[src/rtl/multicycle_ctrl_if.sv]
// Datapath-facing bundle of the multi-cycle controller: run/instruction/ready/flag inputs in,
// decoded control strobes and status out. master = controller, slave = datapath side.
interface multicycle_ctrl_if #(
    parameter int CNT_W = 16
);
    logic             run;
    logic [31:0]      ins;
    logic             imem_ready;
    logic             dmem_ready;
    logic             zero;
    logic             RegWrite;
    logic             ALUSrc;
    logic             Mem2Reg;
    logic             MemRead;
    logic             MemWrite;
    logic [2:0]       op;
    logic             pc_write;
    logic [1:0]       pc_sel;
    logic [31:0]      ir;
    logic [2:0]       state;
    logic             halted;
    logic             illegal;
    logic [CNT_W-1:0] retired;

    modport master (
        input  run, ins, imem_ready, dmem_ready, zero,
        output RegWrite, ALUSrc, Mem2Reg, MemRead, MemWrite, op, pc_write, pc_sel,
        output ir, state, halted, illegal, retired
    );

    modport slave (
        output run, ins, imem_ready, dmem_ready, zero,
        input  RegWrite, ALUSrc, Mem2Reg, MemRead, MemWrite, op, pc_write, pc_sel,
        input  ir, state, halted, illegal, retired
    );
endinterface

[src/rtl/multicycle_ctrl.sv]
// Multi-cycle control FSM, one state per clock: beq 3, R/I/store/jal 4, load 5 cycles with ready=1.
// FETCH stalls on imem_ready and MEM stalls on dmem_ready; illegal or zero instructions halt until reset.
module multicycle_ctrl #(
    parameter int CNT_W        = 16,
    parameter int HALT_ON_ZERO = 1
) (
    input  logic              clk,
    input  logic              reset,
    multicycle_ctrl_if.master bus
);
    typedef enum logic [2:0] {
        S_IDLE   = 3'd0,
        S_FETCH  = 3'd1,
        S_DECODE = 3'd2,
        S_EXEC   = 3'd3,
        S_MEM    = 3'd4,
        S_WB     = 3'd5,
        S_HALT   = 3'd6
    } state_t;

    localparam logic [6:0] OP_R   = 7'h33;
    localparam logic [6:0] OP_I   = 7'h13;
    localparam logic [6:0] OP_LD  = 7'h03;
    localparam logic [6:0] OP_ST  = 7'h23;
    localparam logic [6:0] OP_BEQ = 7'h63;
    localparam logic [6:0] OP_JAL = 7'h6F;

    localparam logic [2:0] ALU_AND = 3'b000;
    localparam logic [2:0] ALU_OR  = 3'b001;
    localparam logic [2:0] ALU_ADD = 3'b010;
    localparam logic [2:0] ALU_SUB = 3'b110;
    localparam logic [2:0] ALU_SLT = 3'b111;

    state_t           state_q, state_d, boundary_state;
    logic [31:0]      ir_q, ir_d;
    logic             halted_q, halted_d;
    logic             illegal_q, illegal_d;
    logic [CNT_W-1:0] retired_q;
    logic             retire;
    logic [6:0]       opc;
    logic             is_load;
    logic             is_sub;
    logic             legal;

    assign opc     = ir_q[6:0];
    assign is_load = (opc == OP_LD);
    assign is_sub  = (opc == OP_R) && (ir_q[31:25] == 7'h20);
    assign legal   = opc inside {OP_R, OP_I, OP_LD, OP_ST, OP_BEQ, OP_JAL};

    // run only matters between instructions; a drop mid-instruction lets it finish
    assign boundary_state = bus.run ? S_FETCH : S_IDLE;

    function automatic logic [2:0] alu_op(input logic [2:0] f3, input logic sub);
        case (f3)
            3'b000:  alu_op = sub ? ALU_SUB : ALU_ADD;
            3'b111:  alu_op = ALU_AND;
            3'b110:  alu_op = ALU_OR;
            3'b010:  alu_op = ALU_SLT;
            default: alu_op = ALU_ADD;
        endcase
    endfunction

    always_ff @(posedge clk or posedge reset) begin
        if (reset) begin
            state_q   <= S_IDLE;
            ir_q      <= '0;
            halted_q  <= 1'b0;
            illegal_q <= 1'b0;
            retired_q <= '0;
        end else begin
            state_q   <= state_d;
            ir_q      <= ir_d;
            halted_q  <= halted_d;
            illegal_q <= illegal_d;
            if (retire) retired_q <= retired_q + 1'b1;
        end
    end

    always_comb begin
        state_d      = state_q;
        ir_d         = ir_q;
        halted_d     = halted_q;
        illegal_d    = illegal_q;
        retire       = 1'b0;
        bus.RegWrite = 1'b0;
        bus.ALUSrc   = 1'b0;
        bus.Mem2Reg  = 1'b0;
        bus.MemRead  = 1'b0;
        bus.MemWrite = 1'b0;
        bus.op       = ALU_ADD;
        bus.pc_write = 1'b0;
        bus.pc_sel   = 2'd0;

        case (state_q)
            S_IDLE: if (bus.run) state_d = S_FETCH;
            S_FETCH: begin
                if (bus.imem_ready) begin
                    ir_d    = bus.ins;
                    state_d = S_DECODE;
                end
            end
            S_DECODE: begin
                if ((HALT_ON_ZERO != 0) && (ir_q == 32'd0)) begin
                    halted_d = 1'b1;
                    state_d  = S_HALT;
                end else if (legal) begin
                    state_d = S_EXEC;
                end else begin
                    illegal_d = 1'b1;
                    halted_d  = 1'b1;
                    state_d   = S_HALT;
                end
            end
            S_EXEC: begin
                bus.ALUSrc = !(opc == OP_R || opc == OP_BEQ);
                case (opc)
                    OP_R, OP_I: begin
                        bus.op  = alu_op(ir_q[14:12], is_sub);
                        state_d = S_WB;
                    end
                    OP_LD, OP_ST: state_d = S_MEM;
                    OP_JAL:       state_d = S_WB;
                    OP_BEQ: begin
                        bus.op       = ALU_SUB;
                        bus.pc_sel   = bus.zero ? 2'd1 : 2'd0;
                        bus.pc_write = 1'b1;
                        retire       = 1'b1;
                        state_d      = boundary_state;
                    end
                    default: state_d = S_HALT;
                endcase
            end
            S_MEM: begin
                bus.MemRead  = is_load;
                bus.MemWrite = !is_load;
                if (bus.dmem_ready) begin
                    if (is_load) begin
                        state_d = S_WB;
                    end else begin
                        bus.pc_write = 1'b1;
                        retire       = 1'b1;
                        state_d      = boundary_state;
                    end
                end
            end
            S_WB: begin
                bus.RegWrite = 1'b1;
                bus.Mem2Reg  = is_load;
                bus.pc_write = 1'b1;
                bus.pc_sel   = (opc == OP_JAL) ? 2'd2 : 2'd0;
                retire       = 1'b1;
                state_d      = boundary_state;
            end
            default: state_d = S_HALT;
        endcase
    end

    assign bus.ir      = ir_q;
    assign bus.state   = state_q;
    assign bus.halted  = halted_q;
    assign bus.illegal = illegal_q;
    assign bus.retired = retired_q;
endmodule
[src/flat_wrapper.sv]
// flat-port wrapper written by rule: the top's interface ports become plain ports
module multicycle_ctrl_flat 
#(
    parameter int CNT_W        = 16,
    parameter int HALT_ON_ZERO = 1
)
  (clk, reset, bus_run, bus_ins, bus_imem_ready, bus_dmem_ready, bus_zero, bus_RegWrite, bus_ALUSrc, bus_Mem2Reg, bus_MemRead, bus_MemWrite, bus_op, bus_pc_write, bus_pc_sel, bus_ir, bus_state, bus_halted, bus_illegal, bus_retired);
  multicycle_ctrl_if #(.CNT_W(CNT_W)) bus_i ();
  input  logic clk;
  input  logic reset;
  input wire logic [$bits(bus_i.run)-1:0] bus_run;
  input wire logic [$bits(bus_i.ins)-1:0] bus_ins;
  input wire logic [$bits(bus_i.imem_ready)-1:0] bus_imem_ready;
  input wire logic [$bits(bus_i.dmem_ready)-1:0] bus_dmem_ready;
  input wire logic [$bits(bus_i.zero)-1:0] bus_zero;
  output wire logic [$bits(bus_i.RegWrite)-1:0] bus_RegWrite;
  output wire logic [$bits(bus_i.ALUSrc)-1:0] bus_ALUSrc;
  output wire logic [$bits(bus_i.Mem2Reg)-1:0] bus_Mem2Reg;
  output wire logic [$bits(bus_i.MemRead)-1:0] bus_MemRead;
  output wire logic [$bits(bus_i.MemWrite)-1:0] bus_MemWrite;
  output wire logic [$bits(bus_i.op)-1:0] bus_op;
  output wire logic [$bits(bus_i.pc_write)-1:0] bus_pc_write;
  output wire logic [$bits(bus_i.pc_sel)-1:0] bus_pc_sel;
  output wire logic [$bits(bus_i.ir)-1:0] bus_ir;
  output wire logic [$bits(bus_i.state)-1:0] bus_state;
  output wire logic [$bits(bus_i.halted)-1:0] bus_halted;
  output wire logic [$bits(bus_i.illegal)-1:0] bus_illegal;
  output wire logic [$bits(bus_i.retired)-1:0] bus_retired;
  assign bus_i.run = bus_run;
  assign bus_i.ins = bus_ins;
  assign bus_i.imem_ready = bus_imem_ready;
  assign bus_i.dmem_ready = bus_dmem_ready;
  assign bus_i.zero = bus_zero;
  assign bus_RegWrite = bus_i.RegWrite;
  assign bus_ALUSrc = bus_i.ALUSrc;
  assign bus_Mem2Reg = bus_i.Mem2Reg;
  assign bus_MemRead = bus_i.MemRead;
  assign bus_MemWrite = bus_i.MemWrite;
  assign bus_op = bus_i.op;
  assign bus_pc_write = bus_i.pc_write;
  assign bus_pc_sel = bus_i.pc_sel;
  assign bus_ir = bus_i.ir;
  assign bus_state = bus_i.state;
  assign bus_halted = bus_i.halted;
  assign bus_illegal = bus_i.illegal;
  assign bus_retired = bus_i.retired;
  multicycle_ctrl #(.CNT_W(CNT_W), .HALT_ON_ZERO(HALT_ON_ZERO)) u_core (.clk(clk), .reset(reset), .bus(bus_i));
endmodule
[config.mk]
export PLATFORM = sky130hd
export DESIGN_NAME = multicycle_ctrl_flat
export DESIGN_NICKNAME = d
export VERILOG_FILES = /design/src/rtl/multicycle_ctrl_if.sv /design/src/rtl/multicycle_ctrl.sv /design/src/flat_wrapper.sv
export SDC_FILE = /design/constraint.sdc
export NUM_CORES = 1
export LEC_CHECK = 0
export BUFFER_PORTS_ARGS = -buffer_cell sky130_fd_sc_hd__buf_2
export CORE_AREA = 5 5 81 83
export DETAILED_ROUTE_END_ITERATION = 6
export DIE_AREA = 0 0 86 88
export PLACE_DENSITY = 0.75
export SYNTH_ARGS = -nofsm -noshare
export SYNTH_HDL_FRONTEND = slang
export SYNTH_SLANG_ARGS = --single-unit
[constraint.sdc]
create_clock -name clk -period 3 [get_ports clk]
set_input_delay 0.3 -clock clk [delete_from_list [all_inputs] [get_ports clk]]
set_output_delay 0.3 -clock clk [all_outputs]
set_load 0.01 [all_outputs]
==> impl_metrics.tcl <==
set metrics [dict create \
    final_cells 396 \
    min_period_over_period_pct 85.8 \
    synth-seq-area-share_pct 49.4 \
    worstReg2RegStart "u_core.bus.state[2]" \
    combinationalPowerShare_pct 8.9 \
    p_sw_share_pct 24.4 \
    worstPathMaxFanout 15 \
    yosys_most_used_dff "sky130_fd_sc_hd__dfrtp_1" \
    internal_power_mw 1.05 \
    setup_tns_ps 0 \
    rsz0062_at_grt "no" \
    sequential_area_um2 1330 \
    die_x_um 86 \
    synth_compound_gate_area_share_pct 13.1 \
    number_of_antenna_cells_inserted 0 \
    placed_area_um2 3230 \
    synth_enable_flop_cells 0 \
    proportion_of_power_drawn_by_the_clock_network_pct 36.5 \
    cap_viol_max_count 0 \
    mappedNetlistNets 260 \
    cp_cell_sequence "nand3b_1, o31a_1, nand2_1, buf_2" \
    synthXorXnorAreaFrac_pct 5.22 \
    setup-violations-final 0 \
    final.fill_count 505 \
    area_fraction_in_and_or_nand_and_nor_cells_after_synthesis_pct 14.1 \
    worst_setup_hold_path_clk_slew_ps 100 \
    r2r.worst_path.cells 4 \
    top_library_cells_by_usage_in_the_layout_fill_and_taps_aside "sky130_fd_sc_hd__buf_2 (101), sky130_fd_sc_hd__dfrtp_1 (53), sky130_fd_sc_hd__mux2_2 (33)" \
    drc 0 \
    setup_ws_ps 425 \
    post_synth_fa_ha_maj_area_fraction_pct 0.466 \
    routed_via_density 5.39 \
    drt-pass1-iter-count 4 \
    post-dp-hpwl_um 4960 \
    worst-r2r-setup-slack_ps 800 \
    final_common_cell "sky130_fd_sc_hd__buf_2" \
    synth_cell_types 50 \
    cts_tree "done" \
    place_inst 388 \
    cts.sinks 53 \
    synthesis.instances 221 \
    cts_repair_resizes 0 \
    timing_max_transition_violations_final 0 \
    required_worst_endpoint_ps 2700 \
    timing.critical_path.slowest_cell_delay_ps 710 \
    sum_of_routed_wire_length_over_all_layers_um 6540 \
    clock_skew_ps 13.2 \
    worstSetupPathType "reg2out" \
    cts_buffer_depth 2 \
    routed-via-count 2135 \
    critical_path.startpoint_type "flop" \
    final_antenna_net_count 0 \
    grt.overflow.total 0 \
    yosys_register_bits 53 \
    async_reset_ff_share_pct 100 \
    min_path_type "in2reg" \
    seq_power_share_pct 54.6 \
    timing.rr.end "u_core.bus.retired[1]" \
    input_output_buffers 101 \
    achievable-frequency_ghz 0.388 \
    grt_antenna_before_repair 0 \
    cts_made_buffers 5 \
    status "completed" \
    yosys_warnings 0 \
    worstSetupStartpoint "u_core.bus.state[2]" \
    timing.hold.worst_path_depth 2 \
    finalInstanceArea_um2 3350 \
    post_drt_wl_per_cell_um 16.5 \
    post_route_cells_drive_above_1_share_pct 49.2 \
    post-route-min-period_ps 2570 \
    postCtsSetupRepairBufs 0 \
    critPathArrivalTime_ps 2270 \
    grt_usage_pct 17.9 \
    vdd.ir_drop.worst_mv 0.297 \
    clock_insertion_delay_worst_skew_ps 310 \
    fp.dieArea_um2 7570 \
    slew_headroom_pct 27.1 \
    ctsRootBufferMaster "sky130_fd_sc_hd__clkbuf_8" \
    worst_path_max_delay_cell "sky130_fd_sc_hd__o31a_1" \
    largest_net_degree_at_the_start_of_global_routing 54 \
    final_hold_viol_count 0 \
    multi_input_logic_area_um2 1270 \
    worstSetupEndpointType "output pin" \
    max_slew.worst_pin.slew_ps 1090 \
    first_pass_grt_wire_length_um 10600 \
    endpoint "bus_pc_write" \
    num-nets-final 359 \
    number_of_global_route_vias_before_repair 2123 \
    detailedPlace.worstSlack_ps 790 \
    die_height_um 88 \
    cts-hold-fix-buffers 0 \
    syn_area_per_cell_um2 12.1 \
    synth.cell_area_um2 2680 \
    detail_route.iter0.violations 109 \
    area_growth_syn_to_layout_pct 24.9 \
    p_leak_nw 1.53 \
    htree_num_levels 2 \
    floorplan.rows 28 \
    design.core.area_um2 5780 \
    whs_ps 209 \
    ioPinCount 102 \
    synth_top_family_by_area "multiplexers" \
    post_synthesis_mux_area_share_pct 14.2 \
    start_util_pct 46.4 \
    power_density_nw_per_um2 415 \
    power.net_switching_mw 0.340 \
    final_gp_congestion 0.812 \
]
[power by group through the flow]
stage	clock (mW)	sequential (mW)	combinational [mW]
after floorplan	0	0.779	0.0543
after global placement	0	0.773	0.125
after detailed placement	0	0.774	0.125
after CTS	0.517	0.760	0.126
after global routing	0.551	0.765	0.137
final	0.507	0.760	0.124
[registers in the layout, summed over array words and instances, names as in the netlist]
signal	cells
u_core.bus.illegal	1
u_core.bus.retired	16
u_core.bus.state	3
u_core.bus.ir	32
u_core.bus.halted	1
[layer usage]
metal  global-route usage, %  share of wire, %
met2                    30.1                52
met5                       0                 0
met1                    22.6                41
met4                    6.33               1.4
met3                    4.52               6.2
[layout make-up]
cell class              count  share of cell area (%)
multi-input cells         150                    37.9
well taps                  75                    2.80
clock buffers               5                    2.05
repair buffers            102                    15.3
flip-flops and latches     53                    39.6
clock inverters             3                    1.42
inverters                   8                   0.897
[through the flow]
step                util (%)  power (mW)
floorplan                  -       0.834
global placement        55.9       0.898
detailed placement      55.9       0.900
CTS                     57.9        1.40
global route            57.9        1.45
finish                  57.9        1.39
[worst min-delay path by stage]
stage / from / endpoint / slack (ps)
finish: bus_ins[18] / u_core.bus.ir[18] / 210
global route: bus_ins[21] / u_core.bus.ir[21] / 190
CTS: bus_ins[13] / u_core.bus.ir[13] / 200
detailed placement: u_core.bus.halted / u_core.bus.halted / 450
global placement: u_core.bus.halted / u_core.bus.halted / 450
floorplan: bus_ins[11] / u_core.bus.ir[11] / 450
[critical path: cells and delay by family (launching register included)]
kind / cells / cell delay (ps)
flops: 1 / 540
buf+inv: 1 / 200
simple gates: 2 / 500
compound gates: 1 / 710
[cell families (layout without fill, tap and decap cells)]
| logic type | Yosys count | in the layout |
|---|---|---|
| and+or+nand+nor | 63 | 63 |
| DFF | 53 | 53 |
| AOI/OAI and AO/OA | 36 | 36 |
| muxes | 34 | 34 |
| buffers and inverters | 18 | 118 |
| xor gates and xnor gates | 16 | 16 |
| adders and majority gates | 1 | 1 |
[Yosys cell counts (all sizes together) (2+ instances only)]
cell type | instances | area share, %
buf | 9 | 2.2
a31oi | 2 | 0.47
nor3 | 7 | 1.3
nand3b | 3 | 0.84
a22o | 2 | 0.65
inv | 8 | 1.1
a211o | 2 | 0.98
mux2 | 33 | 14
xnor2 | 2 | 0.65
nand2b | 4 | 0.93
nand4 | 4 | 0.93
nor2 | 6 | 0.84
nor2b | 3 | 0.70
a2111oi | 2 | 2.1
a22oi | 2 | 0.56
nor4 | 8 | 1.9
nand2 | 9 | 1.3
xor2 | 14 | 4.6
o31a | 2 | 0.65
and4 | 2 | 0.65
a211oi | 10 | 4.1
nand3 | 7 | 1.3
o21bai | 3 | 0.84
dfrtp | 53 | 49
a21oi | 4 | 0.75
(Power assumes the default switching activity.)
